==> config.mk <==
export PLATFORM = sky130hd
export DESIGN_NAME = dcs_init_seq
export DESIGN_NICKNAME = d
export VERILOG_FILES = /design/src/rtl/dcs_init_pkg.sv /design/src/rtl/dcs_init_seq_ms_timer.sv /design/src/rtl/dcs_init_seq.sv
export SDC_FILE = /design/constraint.sdc
export NUM_CORES = 1
export LEC_CHECK = 0
export BUFFER_PORTS_ARGS = -buffer_cell sky130_fd_sc_hd__buf_2
export CORE_MARGIN = 1
export CORE_UTILIZATION = 25
export DETAILED_ROUTE_END_ITERATION = 7
export GPL_TIMING_DRIVEN = 0
export PLACE_DENSITY_LB_ADDON = 0.3
export SLEW_MARGIN = 0
export SYNTH_ARGS = -nofsm -noshare
export SYNTH_HDL_FRONTEND = slang
export SYNTH_HIERARCHICAL = 1
export SYNTH_SLANG_ARGS = --single-unit
==> constraint.sdc <==
create_clock -name clk -period 4.5 [get_ports clk]
set_input_delay 0.225 -clock clk [delete_from_list [all_inputs] [get_ports clk]]
set_output_delay 0.225 -clock clk [all_outputs]
set_load 0.02 [all_outputs]
==> src/rtl/dcs_init_pkg.sv <==
// Shared definitions for the DCS panel init sequencer: state encoding,
// DSI data types and the fixed command table.
package dcs_init_pkg;

    typedef enum logic [2:0] {
        ST_IDLE = 3'd0,
        ST_LOAD = 3'd1,
        ST_SEND = 3'd2,
        ST_WAIT = 3'd3,
        ST_DONE = 3'd4
    } state_t;

    localparam logic [5:0] DT_SHORT0 = 6'h05;
    localparam logic [5:0] DT_SHORT1 = 6'h15;
    localparam int         NUM_CMDS  = 4;
    localparam int         IDX_W     = 2;

    typedef struct packed {
        logic [5:0] dt;
        logic [7:0] d0;
        logic [7:0] d1;
        logic [7:0] dly;
    } cmd_t;

    localparam cmd_t CMD_SLPOUT = '{dt: DT_SHORT0, d0: 8'h11, d1: 8'h00, dly: 8'd120};
    localparam cmd_t CMD_COLMOD = '{dt: DT_SHORT1, d0: 8'h3A, d1: 8'h77, dly: 8'd0};
    localparam cmd_t CMD_MADCTL = '{dt: DT_SHORT1, d0: 8'h36, d1: 8'h00, dly: 8'd0};
    localparam cmd_t CMD_DISPON = '{dt: DT_SHORT0, d0: 8'h29, d1: 8'h00, dly: 8'd0};

    // Display-on hold time is a module parameter, so it is patched in here.
    function automatic cmd_t get_cmd(input logic [IDX_W-1:0] idx, input logic [7:0] hold_ms);
        cmd_t c;
        case (idx)
            2'd0:    c = CMD_SLPOUT;
            2'd1:    c = CMD_COLMOD;
            2'd2:    c = CMD_MADCTL;
            default: begin
                c     = CMD_DISPON;
                c.dly = hold_ms;
            end
        endcase
        return c;
    endfunction

endpackage

==> src/rtl/dcs_init_seq_ms_timer.sv <==
// Millisecond delay timer: tick prescaler plus 8-bit ms counter. expired is
// high on the last cycle of a delay_ms*TICKS_PER_MS cycle run.
module ms_timer #(
    parameter int TICKS_PER_MS = 27000
) (
    input  logic       clk,
    input  logic       resetn,
    input  logic       clear,
    input  logic       start,
    input  logic [7:0] delay_ms,
    output logic       expired
);

    localparam int             TW        = (TICKS_PER_MS > 1) ? $clog2(TICKS_PER_MS) : 1;
    localparam logic [TW-1:0]  TICK_LAST = TW'(TICKS_PER_MS - 1);

    logic [TW-1:0] r_tick;
    logic [7:0]    r_ms;

    assign expired = (delay_ms == 8'd0) ||
                     ((r_ms == delay_ms - 8'd1) && (r_tick == TICK_LAST));

    // Counting freezes once expired so the counters never run past delay_ms.
    always_ff @(posedge clk or negedge resetn) begin
        if (!resetn) begin
            r_tick <= '0;
            r_ms   <= '0;
        end else if (clear) begin
            r_tick <= '0;
            r_ms   <= '0;
        end else if (start && !expired) begin
            if (r_tick == TICK_LAST) begin
                r_tick <= '0;
                r_ms   <= r_ms + 8'd1;
            end else begin
                r_tick <= r_tick + TW'(1);
            end
        end
    end

endmodule

==> src/rtl/dcs_init_seq.sv <==
// Panel bring-up sequencer: issues the fixed DCS short-packet list once the
// power sequencer raises hs_start, honouring per-command delays.
import dcs_init_pkg::*;

module dcs_init_seq #(
    parameter int TICKS_PER_MS  = 27000,
    parameter int VIDEO_HOLD_MS = 20
) (
    input  logic       clk,
    input  logic       resetn,
    input  logic       hs_start,
    output logic       pkt_valid,
    input  logic       pkt_ready,
    output logic [5:0] pkt_dt,
    output logic [7:0] pkt_d0,
    output logic [7:0] pkt_d1,
    output logic       busy,
    output logic       init_done,
    output logic       video_en
);

    state_t           r_state;
    state_t           w_next;
    logic             r_hs_q;
    logic [IDX_W-1:0] r_idx;
    logic             r_pkt_valid;
    logic [5:0]       r_pkt_dt;
    logic [7:0]       r_pkt_d0;
    logic [7:0]       r_pkt_d1;
    logic             r_busy;
    logic             r_init_done;
    logic             r_video_en;

    cmd_t             w_cmd;
    logic             w_rise;
    logic             w_xfer;
    logic             w_last;
    logic             w_expired;

    assign w_cmd  = get_cmd(r_idx, 8'(VIDEO_HOLD_MS));
    assign w_rise = hs_start & ~r_hs_q;
    assign w_xfer = (r_state == ST_SEND) & r_pkt_valid & pkt_ready;
    assign w_last = (r_idx == IDX_W'(NUM_CMDS - 1));

    ms_timer #(
        .TICKS_PER_MS (TICKS_PER_MS)
    ) u_ms_timer (
        .clk      (clk),
        .resetn   (resetn),
        .clear    (w_xfer),
        .start    (r_state == ST_WAIT),
        .delay_ms (w_cmd.dly),
        .expired  (w_expired)
    );

    always_ff @(posedge clk or negedge resetn) begin
        if (!resetn) r_state <= ST_IDLE;
        else         r_state <= w_next;
    end

    // Losing hs_start anywhere outside IDLE aborts the sequence.
    always_comb begin
        w_next = r_state;
        if (r_state != ST_IDLE && !hs_start) begin
            w_next = ST_IDLE;
        end else begin
            case (r_state)
                ST_IDLE: if (w_rise) w_next = ST_LOAD;
                ST_LOAD: w_next = ST_SEND;
                ST_SEND: begin
                    if (w_xfer) begin
                        if (w_cmd.dly != 8'd0) w_next = ST_WAIT;
                        else                   w_next = w_last ? ST_DONE : ST_LOAD;
                    end
                end
                ST_WAIT: if (w_expired) w_next = w_last ? ST_DONE : ST_LOAD;
                ST_DONE: w_next = ST_DONE;
                default: w_next = ST_IDLE;
            endcase
        end
    end

    always_ff @(posedge clk or negedge resetn) begin
        if (!resetn) begin
            r_hs_q      <= 1'b0;
            r_idx       <= '0;
            r_pkt_valid <= 1'b0;
            r_pkt_dt    <= '0;
            r_pkt_d0    <= '0;
            r_pkt_d1    <= '0;
            r_busy      <= 1'b0;
            r_init_done <= 1'b0;
            r_video_en  <= 1'b0;
        end else begin
            r_hs_q <= hs_start;
            if (w_next == ST_IDLE) begin
                r_pkt_valid <= 1'b0;
                r_pkt_dt    <= '0;
                r_pkt_d0    <= '0;
                r_pkt_d1    <= '0;
                r_busy      <= 1'b0;
                r_init_done <= 1'b0;
                r_video_en  <= 1'b0;
            end else begin
                if (r_state == ST_IDLE) begin
                    r_idx  <= '0;
                    r_busy <= 1'b1;
                end
                if (r_state == ST_LOAD) begin
                    r_pkt_valid <= 1'b1;
                    r_pkt_dt    <= w_cmd.dt;
                    r_pkt_d0    <= w_cmd.d0;
                    r_pkt_d1    <= w_cmd.d1;
                end
                if (w_xfer) r_pkt_valid <= 1'b0;
                if (w_next == ST_LOAD && (r_state == ST_SEND || r_state == ST_WAIT))
                    r_idx <= r_idx + IDX_W'(1);
                if (w_next == ST_DONE) begin
                    r_busy      <= 1'b0;
                    r_init_done <= 1'b1;
                    r_video_en  <= 1'b1;
                end
            end
        end
    end

    assign pkt_valid = r_pkt_valid;
    assign pkt_dt    = r_pkt_dt;
    assign pkt_d0    = r_pkt_d0;
    assign pkt_d1    = r_pkt_d1;
    assign busy      = r_busy;
    assign init_done = r_init_done;
    assign video_en  = r_video_en;

endmodule

==> impl_metrics.toml <==
[status]
status = "complete, no violations"

[clock_network]
holdBufCountCts = 0
postCtsSetupRepairBufs = 0
htreeDepth = 2
cts_resized = 0
path_clk_slew_ps = 90
cts_buffers = 5
cts.sinks = 40
clockBufferDepth = 2
clock-root-buffer = "clkbuf_8"
clk_latency_ps = 300
cts_tree = "built"

[critical_path]
path_max_fanout = 15
critPathLaunchType = "flip-flop"
crit_slowest_cell = "ha_1"
crit_chain = "inv_1 > ha_1 > xnor2_1 > nor4_2 > a31oi_1 > a221o_1 > o21ai_0 > nand2_1 > a32o_1 > o21ai_2 > inv_2 > nor3_4 > o31a_1"
r2r_slack_ps = 520
critPathKind = "flip-flop to flip-flop"
cp.required_ps = 4740
reg2reg_from = "r_idx[0]$_DFFE_PN0P_"
cp_num_buf_inv = 2
crit_arrival_ps = 4220
worst_r2r_path_depth = 13
critPathCaptureType = "flip-flop"
slowest_delay_ps = 600
rr_endpoint = "r_idx[0]$_DFFE_PN0P_"
critPathTopFamily = "compound AO/OA/AOI/OAI gates"

[synth]
synth_edf_count = 0
yosysTopAreaCell = "dfrtp_1"
ys.flop_type = "dfrtp_1"
syn_area_per_cell_sq_um = 9.04
async_reset_ff_share_pct = 100
syn_area_sq_um = 2650
synth_top_area_share_pct = 37.8
yosysSeqAreaShare_pct = 37.8
postSynthCellCount = 293
netlist-cell-type-count = 65
yosys_register_bits = 40
yosys-top-cells-area = "dfrtp_1 38%, nor2_1 4.7%, buf_4 4.2%"
yosys_warnings = 6

[placement]
gp_congestion = 0.750
dp_hpwl_mm = 4.06
dpl_worst_slack_ps = 536
port_buffers = 22

[power]
p_per_area_nw_per_um2 = 397
power_leakage_nw = 1.37
finalPower_mw = 1.23
ir_worst_vdd_mv = 0.139

[route]
routed_via_density = 4.41
drtIter0Drc = 56
firstDrtPassIters = 4
routed_wl_mm = 5.67
drc = 0
wire_per_inst_um = 11.9
num_vias = 2100
ant_nets = 0

[flow_run]
cap_violations = 0

[sta]
tightest_slew_ps = 1020
hold_viol = 0
whs_ps = 49.5
setup_ws_ps = 522
slew_headroom_pct = 31.8
rsz0062_at_grt = "false"
tns_ps = 0
fmax_mhz = 251
timing.final.crit_share_pct = 88.4
finClkSkew_ps = 15.8
setup_violations = 0
min_period_ps = 3980
finalMaxSlewViolations = 0

[worst_hold_path]
whs_endpoint = "r_hs_q$_DFF_PN0_"
holdPathStages = 1
hold_path.class = "input pin to flip-flop"
holdCritStartpoint = "hs_start"

[global_route]
grt_pass1_wl_mm = 9.81
antenna_found_initial = 0
grt_pass1_vias = 2075
grt-ovfl-total = 0
grt_use_total_pct = 11.1
grt_start_max_net_pins = 41

[floorplanning]
dieArea_sq_um = 11000
die_x_um = 105
core_region_area_sq_um = 10300
io_pins = 30
die_h_um = 105
start_util_pct = 25.8
rows = 37

[cells_and_area]
area_growth_pct = 16.7
drive_gt1_share_pct = 21.2
final_nets = 352
antenna_cells = 0
[layer usage]
metal | global-route usage [%] | vias to the layer above | share of wire, %
met2 | 18.5 | 22 | 47
met3 | 1.87 | 5 | 2.2
met4 | 3.82 | 0 | 0.67
met5 | 0 | - | 0
met1 | 14.3 | 990 | 50
li1 | - | 1083 | -
[flip-flops by register name, indices dropped and copies added, names as in the netlist, 2 cells and up]
signal / cells
u_ms_timer/r_ms: 8
u_ms_timer/r_tick: 15
r_state: 3
r_idx: 2
pkt_d0: 6
[area by class of cell]
cell class | instances | area [sq um]
fillers | 1116 | 7190
multi-input cells | 231 | 1490
flip-flops and latches | 40 | 1000
well taps | 136 | 170
plain buffers | 22 | 156
repair buffers | 22 | 110
clock buffers | 6 | 82.6
inverters | 17 | 63.8
clock inverters | 2 | 15.0
[cell usage after synthesis (3+ instances only)]
| cell | n |
|---|---|
| and2_1 | 6 |
| nand2_1 | 26 |
| inv_1 | 16 |
| o21ai_0 | 4 |
| nand4_1 | 8 |
| nand2b_1 | 4 |
| a21oi_1 | 16 |
| or2_2 | 4 |
| o21ai_1 | 5 |
| xor2_1 | 10 |
| and4_1 | 3 |
| dfrtp_1 | 40 |
| nor2_1 | 33 |
| nor3_1 | 10 |
| buf_4 | 15 |
| and3_1 | 3 |
| xnor2_1 | 6 |
| o21a_1 | 4 |
| nand3_1 | 10 |
| or3_1 | 5 |
| nor2b_1 | 3 |
| ha_1 | 9 |
[placed cells by master (no fill, tap or decap), types with 3 or more instances in the layout]
cell / Yosys / routed
dfrtp_1: 40 / 40
nor2_1: 33 / 33
nand2_1: 26 / 26
buf_2: 2 / 24
conb_1: 1 / 18
inv_1: 16 / 16
a21oi_1: 16 / 16
buf_4: 15 / 15
nand3_1: 10 / 10
nor3_1: 10 / 10
xor2_1: 10 / 10
ha_1: 9 / 9
nand4_1: 8 / 8
and2_1: 6 / 6
clkbuf_8: 0 / 6
xnor2_1: 6 / 6
or3_1: 5 / 5
o21ai_1: 5 / 5
or2_2: 4 / 4
nand2b_1: 4 / 4
o21ai_0: 4 / 4
o21a_1: 4 / 4
nor2b_1: 3 / 3
and4_1: 3 / 3
and3_1: 3 / 3
[per-stage QoR]
step	utilization [%]	cells	cell area, sq um
finish	30.1	476	3090
global route	30.1	476	3090
CTS	30.1	476	3090
detailed placement	29.1	468	2990
global placement	29.1	468	2990
floorplan	-	310	2710
[power by group]
| part | switching, mW | internal [mW] | total (mW) | leakage (nW) |
|---|---|---|---|---|
| clock network | 0.140 | 0.124 | 0.264 | 0.0434 |
| registers | 0.0699 | 0.416 | 0.486 | 0.522 |
| logic | 0.281 | 0.196 | 0.476 | 0.806 |
| total | 0.490 | 0.736 | 1.23 | 1.37 |
[worst max path at each step]
stage                               from               endpoint  slack (ps)  cells past startpoint
CTS                 r_idx[0]$_DFFE_PN0P_   r_idx[0]$_DFFE_PN0P_         520                     13
floorplan           r_idx[0]$_DFFE_PN0P_   r_idx[0]$_DFFE_PN0P_        1200                     13
global placement    r_idx[0]$_DFFE_PN0P_  pkt_valid$_DFFE_PN0P_         550                     13
global route        r_idx[1]$_DFFE_PN0P_   r_idx[0]$_DFFE_PN0P_         150                     13
finish              r_idx[0]$_DFFE_PN0P_   r_idx[0]$_DFFE_PN0P_         520                     13
detailed placement  r_idx[0]$_DFFE_PN0P_  pkt_valid$_DFFE_PN0P_         540                     13
[kinds of logic after synthesis]
logic type | count (synthesis) | synth area share [%]
multiplexers | 3 | 1.51
buffers and inverters | 39 | 8.31
flip-flops | 40 | 37.8
adder cells (fa/ha/maj) | 10 | 4.67
other | 1 | 0.142
XOR/XNOR | 16 | 5.29
AO/OA/AOI/OAI | 57 | 16.1
AND/OR/NAND/NOR | 127 | 26.2
Power figures use the tool's default switching activity.
